[config.mk]
export PLATFORM = sky130hd
export DESIGN_NAME = ahb_apb_bridge_ctrl
export DESIGN_NICKNAME = d
export VERILOG_FILES = /design/src/rtl/ahb_apb_pkg.sv /design/src/rtl/ahb_apb_addr_decode.sv /design/src/rtl/ahb_apb_bridge_ctrl.sv
export SDC_FILE = /design/constraint.sdc
export NUM_CORES = 1
export LEC_CHECK = 0
export CAP_MARGIN = 10
export CORE_MARGIN = 5
export CORE_UTILIZATION = 60
export CTS_CLUSTER_SIZE = 25
export DETAILED_ROUTE_END_ITERATION = 6
export DONT_BUFFER_PORTS = 1
export GPL_ROUTABILITY_DRIVEN = 0
export MAX_ROUTING_LAYER = met4
export PLACE_DENSITY = 0.76
export SYNTH_ARGS = -nofsm -noshare
export SYNTH_HDL_FRONTEND = slang
export SYNTH_HIERARCHICAL = 1
export SYNTH_SLANG_ARGS = --single-unit
[constraint.sdc]
create_clock -name clock -period 3.9 [get_ports clock]
set_input_delay 0.975 -clock clock [delete_from_list [all_inputs] [get_ports clock]]
set_output_delay 0.975 -clock clock [all_outputs]
set_load 0.02 [all_outputs]
[src/rtl/ahb_apb_pkg.sv]
// rtl/ahb_apb_pkg.sv - shared types and constants for the AHB-Lite to APB3 bridge
package ahb_apb_pkg;

   typedef enum logic [1:0] {
      HTRANS_IDLE   = 2'b00,
      HTRANS_BUSY   = 2'b01,
      HTRANS_NONSEQ = 2'b10,
      HTRANS_SEQ    = 2'b11
   } htrans_e;

   localparam logic [1:0] RESP_OKAY  = 2'b00;
   localparam logic [1:0] RESP_ERROR = 2'b01;

   typedef enum logic [2:0] {
      ST_IDLE,
      ST_WWAIT,
      ST_WRITE,
      ST_WENABLE,
      ST_READ,
      ST_RENABLE,
      ST_ERR1,
      ST_ERR2
   } bridge_state_e;

endpackage

[src/rtl/ahb_apb_addr_decode.sv]
// rtl/ahb_apb_addr_decode.sv - bridge region check and one-hot APB slave select
module ahb_apb_addr_decode
   import ahb_apb_pkg::*;
#(
   parameter int               ADDR_W    = 32,
   parameter int               NUM_SLV   = 4,
   parameter logic [ADDR_W-1:0] BASE_ADDR = 32'h8000_0000,
   parameter logic [ADDR_W-1:0] SLV_SPAN  = 32'h0400_0000
)(
   input  logic [ADDR_W-1:0]  addr,
   output logic               in_range,
   output logic [NUM_SLV-1:0] sel
);

   localparam int SPAN_SH = $clog2(SLV_SPAN);
   // One extra bit so a region ending exactly at the top of the address space does not wrap.
   localparam logic [ADDR_W:0] REGION = (ADDR_W+1)'(NUM_SLV) * {1'b0, SLV_SPAN};

   logic [ADDR_W-1:0] offset;
   logic [ADDR_W-1:0] slot;

   // Offset into the bridge window; the slave index is the offset in units of SLV_SPAN.
   always_comb begin
      offset   = addr - BASE_ADDR;
      slot     = offset >> SPAN_SH;
      in_range = (addr >= BASE_ADDR) && ({1'b0, offset} < REGION);
      sel      = '0;
      for (int i = 0; i < NUM_SLV; i++) begin
         sel[i] = in_range && (slot == ADDR_W'(i));
      end
   end

endmodule

[src/rtl/ahb_apb_bridge_ctrl.sv]
// rtl/ahb_apb_bridge_ctrl.sv - AHB-Lite slave to APB3 master bridge controller
module ahb_apb_bridge_ctrl
   import ahb_apb_pkg::*;
#(
   parameter int               ADDR_W    = 32,
   parameter int               DATA_W    = 32,
   parameter int               NUM_SLV   = 4,
   parameter logic [ADDR_W-1:0] BASE_ADDR = 32'h8000_0000,
   parameter logic [ADDR_W-1:0] SLV_SPAN  = 32'h0400_0000,
   parameter int               TIMEOUT   = 16
)(
   input  logic               clock,
   input  logic               Hresetn,
   input  logic [1:0]         Htrans,
   input  logic               Hwrite,
   input  logic               Hreadyin,
   input  logic [ADDR_W-1:0]  Haddr,
   input  logic [DATA_W-1:0]  Hwdata,
   input  logic [2:0]         Hsize,
   input  logic [2:0]         Hbrust,
   output logic               Hreadyout,
   output logic [1:0]         Hresp,
   output logic [DATA_W-1:0]  Hrdata,
   output logic [NUM_SLV-1:0] Psel,
   output logic               Penable,
   output logic               Pwrite,
   output logic [ADDR_W-1:0]  Paddr,
   output logic [DATA_W-1:0]  Pwdata,
   input  logic [DATA_W-1:0]  Prdata,
   input  logic               Pready
);

   localparam int CNT_W = $clog2(TIMEOUT) + 1;

   bridge_state_e      state, state_n;
   logic [CNT_W-1:0]   cnt;
   logic [ADDR_W-1:0]  paddr_q;
   logic [DATA_W-1:0]  pwdata_q;
   logic               pwrite_q;
   logic [NUM_SLV-1:0] psel_q;

   logic               in_range;
   logic [NUM_SLV-1:0] dec_sel;
   logic               valid;
   logic               accept;
   logic               capture;
   logic               cnt_clr;
   logic               cnt_inc;

   // Only word, single-beat transfers are issued; size and burst type carry no information here.
   logic unused_inputs;
   assign unused_inputs = ^{Hsize, Hbrust};

   ahb_apb_addr_decode #(
      .ADDR_W    (ADDR_W),
      .NUM_SLV   (NUM_SLV),
      .BASE_ADDR (BASE_ADDR),
      .SLV_SPAN  (SLV_SPAN)
   ) u_decode (
      .addr     (Haddr),
      .in_range (in_range),
      .sel      (dec_sel)
   );

   assign valid = Hreadyin && in_range &&
                  ((Htrans == HTRANS_NONSEQ) || (Htrans == HTRANS_SEQ));

   assign Paddr  = paddr_q;
   assign Pwdata = pwdata_q;
   assign Pwrite = pwrite_q & Hresetn;

   // State register.
   always_ff @(posedge clock) begin
      if (!Hresetn) state <= ST_IDLE;
      else          state <= state_n;
   end

   // Address/control latch on acceptance, write-data capture, and ACCESS wait counter.
   always_ff @(posedge clock) begin
      if (!Hresetn) begin
         paddr_q  <= '0;
         pwdata_q <= '0;
         pwrite_q <= 1'b0;
         psel_q   <= '0;
         cnt      <= '0;
      end else begin
         if (accept) begin
            paddr_q  <= Haddr;
            pwrite_q <= Hwrite;
            psel_q   <= dec_sel;
         end
         if (capture) pwdata_q <= Hwdata;
         if (cnt_clr)      cnt <= '0;
         else if (cnt_inc) cnt <= cnt + 1'b1;
      end
   end

   // Next state and bus outputs; the completing ACCESS cycle and ERR2 also accept a new transfer.
   always_comb begin
      state_n   = state;
      Hreadyout = 1'b1;
      Hresp     = RESP_OKAY;
      Hrdata    = '0;
      Psel      = '0;
      Penable   = 1'b0;
      accept    = 1'b0;
      capture   = 1'b0;
      cnt_clr   = 1'b0;
      cnt_inc   = 1'b0;
      if (Hresetn) begin
         case (state)
            ST_IDLE, ST_ERR2: begin
               if (state == ST_ERR2) Hresp = RESP_ERROR;
               accept  = valid;
               state_n = !valid ? ST_IDLE : (Hwrite ? ST_WWAIT : ST_READ);
            end
            ST_WWAIT: begin
               Hreadyout = 1'b0;
               capture   = 1'b1;
               state_n   = ST_WRITE;
            end
            ST_WRITE, ST_READ: begin
               Psel      = psel_q;
               Hreadyout = 1'b0;
               cnt_clr   = 1'b1;
               state_n   = (state == ST_WRITE) ? ST_WENABLE : ST_RENABLE;
            end
            ST_WENABLE, ST_RENABLE: begin
               Psel    = psel_q;
               Penable = 1'b1;
               if (Pready) begin
                  if (state == ST_RENABLE) Hrdata = Prdata;
                  accept  = valid;
                  state_n = !valid ? ST_IDLE : (Hwrite ? ST_WWAIT : ST_READ);
               end else begin
                  Hreadyout = 1'b0;
                  if (cnt == CNT_W'(TIMEOUT - 1)) state_n = ST_ERR1;
                  else                            cnt_inc = 1'b1;
               end
            end
            ST_ERR1: begin
               Hresp     = RESP_ERROR;
               Hreadyout = 1'b0;
               state_n   = ST_ERR2;
            end
            default: state_n = ST_IDLE;
         endcase
      end
   end

endmodule

# == Yosys cells after proc, flatten, opt, wreduce, memory -nomap -nowiden ==
# Index checks and enable logic that the tools add are counted.
# totals
elab_cells,73
inputBits,109
register_bits,77
out_inout_bits,105
# op_classes
magnitude_cmp,2
n_eq_ne,14
addsub,2
bitwise_logic,2
reduce_logical,16
muxes,31
# ops
op,count
two-way mux 32 bit,4
">= comparator 32 bit, second input constant",1
zero test 32 bit,1
"< comparator 32 x 29 -> 1 bit, second input constant",1
"subtractor 32 bit, second input constant",1
two-way mux 1 bit,16
two-way mux 3 bit,5
case mux 3 bit (5 select lines),1
"equality test 3 bit, second input constant",4
"equality test 6 x 2 -> 1 bit, second input constant",2
two-way mux 4 bit,2
OR reduction 2 bit,4
OR reduction 4 bit,2
logical AND 1 bit,7
"equality test 3 x 2 -> 1 bit, second input constant",2
"equality test 6 x 1 -> 1 bit, second input constant",1
case mux 1 bit (2 select lines),3
"adder 5 x 1 -> 5 bit, second input constant",1
"equality test 5 x 4 -> 1 bit, second input constant",1
"equality test 2 bit, second input constant",2
"equality test 3 x 1 -> 1 bit, second input constant",1
zero test 3 bit,1
"!= test 3 bit, second input constant",1
AND 1 bit,1
other kinds (2),2

# == Longest topological paths before layout ==
# depth
word_depth,8
mapped_depth,8
depth_no_buf,7

# == By module ==
# Netlist, hierarchy kept.
# modules_own_cells
module,area_per_inst_um2,cells_each,seq_area_each_um2,instances
ahb_apb_bridge_ctrl,3189.3,409,1541.5,1
ahb_apb_addr_decode,48.8,6,0.0,1

# == Worst setup path before layout ==
# No wires, ideal clock.
# synth_timing
kind,input port to output port
start,in Pready
end,out Hrdata[0]
t_required_ps,2925
slack_ps,928
stages,5
arrival_time_ps,1997
cell_sequence,buf_2 nand2_1 nor3_1 clkbuf_1 and2_1
# synth_between
elab_chain_len,3
# synth_lines
item,line,rtl
"start, declared",ahb_apb_bridge_ctrl.sv:30,input logic Pready
two-way mux 32 bit,ahb_apb_bridge_ctrl.sv:131,if (Pready) begin
two-way mux 32 bit,ahb_apb_bridge_ctrl.sv:111,case (state)
two-way mux 32 bit,ahb_apb_bridge_ctrl.sv:110,if (Hresetn) begin
"end, declared",ahb_apb_bridge_ctrl.sv:23,"output logic [DATA_W-1:0] Hrdata,"
# No other way between the ends.

# == Worst setup path in the final report ==
# layout_timing
start,reg state[1]
end,out Hreadyout
# layout_between
elab_chain_len,4
word_cells_on_any_way,10
cone_classes,6 x eq/ne; 2 x mux; 2 x reduce/logical
# layout_lines
item,line,rtl
"start, declared",ahb_apb_bridge_ctrl.sv:35,"bridge_state_e state, state_n;"
"start signal, assigned",ahb_apb_bridge_ctrl.sv:75,else state <= state_n;
"equality test 3 x 2 -> 1 bit, or another cell as far along",ahb_apb_bridge_ctrl.sv:111,
OR reduction 4 bit (no line) / OR reduction 2 bit (equally long branches),n/a,
case mux 1 bit (2 select lines) *,ahb_apb_bridge_ctrl.sv:111,
two-way mux 1 bit *,ahb_apb_bridge_ctrl.sv:110,
"end, declared",ahb_apb_bridge_ctrl.sv:21,"output logic Hreadyout,"
# Mark *: on every way between the ends. The rest lies on a longest branch, timed or not.

==> impl_metrics.py <==
metrics = {
    "min_path": {
        "worstHoldPathCells": 2,
        "worstHoldPathType": "flip-flop to flip-flop",
    },
    "worst_setup_path": {
        "endpoint": "Hreadyout",
        "reg2reg_from": "state[1]",
        "rrSetupSlack_ns": 1.87,
        "cp-start-kind": "flip-flop",
        "path_class": "flip-flop to primary output",
        "startpoint": "state[1]",
        "arrival_ns": 1.97,
        "crit_path_max_fanout": 14,
        "worstPathRequired_ns": 2.92,
        "reg2regPathDepth": 4,
        "rr_endpoint": "Pwdata[15]",
        "end_kind": "primary output",
    },
    "clock_network": {
        "cts_buffers": 9,
        "cts-root-buf": "clkbuf_8",
        "htree_num_levels": 3,
        "clock-sinks": 77,
        "ctsHoldBuffers": 0,
        "clock_latency_ns": 0.35,
        "post_cts_resized": 0,
        "postCtsSetupBuffers": 0,
        "cts_tree": "done",
        "cts_buffer_depth": 2,
        "clk_pin_slew_ns": 0.08,
    },
    "synthesis": {
        "synthArstFlopShare_pct": 0,
        "yosys_warnings": 6,
        "synth_edf_count": 0,
        "syn_avg_cell_area_sq_um": 7.80,
        "ys_seq_elements": 77,
        "synthFlopType": "dfxtp_1",
        "ys_types": 38,
        "ys_seq_area_share_pct": 47.6,
        "netlist_area_sq_um": 3240,
        "syn_inst": 415,
        "synth_fp_nets": 527,
    },
    "placed_design": {
        "io_buffer_count": 0,
        "dp_hpwl_mm": 5.74,
    },
    "detailed_routing": {
        "drtIter0Drc": 120,
        "antenna_left": 0,
        "wl_per_cell_um": 16.6,
        "routed_wl_mm": 7.92,
        "first_pass_iters": 5,
        "drc": 0,
        "via_count": 2644,
        "viasPerCell": 5.55,
    },
    "sta": {
        "whs_ns": 0.458,
        "fmax_mhz": 339,
        "hold_viol": 0,
        "skew_ns": 0.00616,
        "setup_tns_ns": 0,
        "relSlewSlack_pct": 21.8,
        "tightest_slew_ns": 1.17,
        "post-route-period-util_pct": 75.6,
        "rsz0062_at_grt": "false",
        "setup_viol": 0,
        "fin_crit_ns": 2.95,
        "drv_slew": 0,
    },
    "power_and_ir_drop": {
        "power_density_nw_per_um2": 453,
        "p_leak_nw": 1.19,
        "vdd_drop_max_v": 0.000316,
    },
    "floorplan": {
        "rows": 26,
        "die_x_um": 83.5,
        "die_area_sq_um": 6970,
        "initial_core_util_pct": 62.6,
        "top_level_ports": 214,
        "core_sq_um": 5170,
        "die_h_um": 83.5,
    },
    "grt": {
        "grt_usage_pct": 21.8,
        "grt_max_degree": 73,
        "grt_pass1_vias": 2450,
        "grt_pass1_wl_mm": 12.2,
        "antenna_found_initial": 0,
        "globalRouteOverflowTotal": 0,
    },
    "final_layout": {
        "areaGrowthSynthToFinish_pct": 6.96,
        "drive_above_1_share_pct": 7.64,
        "nets": 513,
        "most-common-layout-cells": "nand2_1 (142), dfxtp_1 (77), a21oi_1 (71), and2_1 (34), nor2_1 (11)",
        "final_common_cell": "nand2_1",
        "diodes": 0,
    },
    "job": {
        "maxCapViolCount": 0,
    },
    "status": {
        "status": "finished clean",
    },
}
-- how the worst min path moves through the flow --
stage / start / endpoint / slack (ns)
3_3_place_gp: psel_q[3] / psel_q[3] / 0.44
6_report: psel_q[1] / psel_q[1] / 0.46
2_1_floorplan: cnt[3] / cnt[3] / 0.43
5_1_grt: psel_q[0] / psel_q[0] / 0.48
4_1_cts: psel_q[1] / psel_q[1] / 0.46
3_5_place_dp: psel_q[1] / psel_q[1] / 0.45
-- stage by stage --
stage                     setup slack [ns]  cell area [sq um]  instances  util, %  total power, mW
after floorplan                      0.928               3240        415        -            0.859
after global placement                1.15               3210        460     62.1            0.861
after detailed placement              1.11               3210        460     62.1            0.861
after CTS                            0.961               3460        476     67.0             1.58
after global routing                 0.858               3460        476     67.0             1.62
final                                0.953               3460        476     67.0             1.57
-- routing by layer --
metal,global-route usage (%),vias to the layer above,part of all wire [%]
met5,-,-,0
met4,9.65,0,2.4
met3,8.00,20,11
met2,35.3,132,49
met1,24.0,1177,37
li1,-,1315,-
-- final cells by class --
| type | instances | area [sq um] |
|---|---|---|
| inverter | 5 | 18.8 |
| sequential | 77 | 1540 |
| timing repair buffer | 4 | 30.0 |
| multi-input combinational | 304 | 1540 |
| clock buffer | 11 | 141 |
| fill | 460 | 1710 |
| tap | 70 | 87.6 |
| clock inverter | 5 | 108 |
-- critical path: stages (launching register included) --
cell and delay (ns):
dfxtp_1 0.71, o21ai_2 0.18, and3_1 0.21, o21ai_0 0.53
-- registers in the layout, indices dropped and copies added, names as in the netlist --
register	cells
pwrite_q	1
cnt	5
Pwdata	32
state	3
psel_q	4
Paddr	32
-- logic make-up after synthesis --
| kind of cell | after synthesis | share of synthesized area [%] |
|---|---|---|
| mux | 2 | 0.618 |
| compound gates | 88 | 15.3 |
| buf+inv | 34 | 5.25 |
| flops | 77 | 47.6 |
| simple gates | 209 | 29.6 |
| xor+xnor | 1 | 0.271 |
| other cells | 1 | 0.116 |
| fa+ha+maj | 3 | 1.16 |
-- cell usage after synthesis (all sizes together), types with 2 or more instances --
master | number | area, sq um
nand2 | 143 | 544
o21ai | 6 | 33.8
dfxtp | 77 | 1540
buf | 15 | 98.8
and2 | 34 | 213
a211oi | 3 | 22.5
and3 | 7 | 43.8
nor3 | 3 | 15.0
nand3 | 3 | 15.0
clkbuf | 14 | 52.6
ha | 3 | 37.5
inv | 5 | 18.8
mux2i | 2 | 20.0
nor2 | 11 | 41.3
nor3b | 2 | 20.0
or4b | 2 | 23.8
a21oi | 71 | 355
-- where the power goes --
part | switching [mW] | internal (mW)
clock network | 0.280 | 0.445
registers | 0.0142 | 0.792
logic | 0.0265 | 0.00985
No activity file was read; power rests on OpenSTA's default activity.
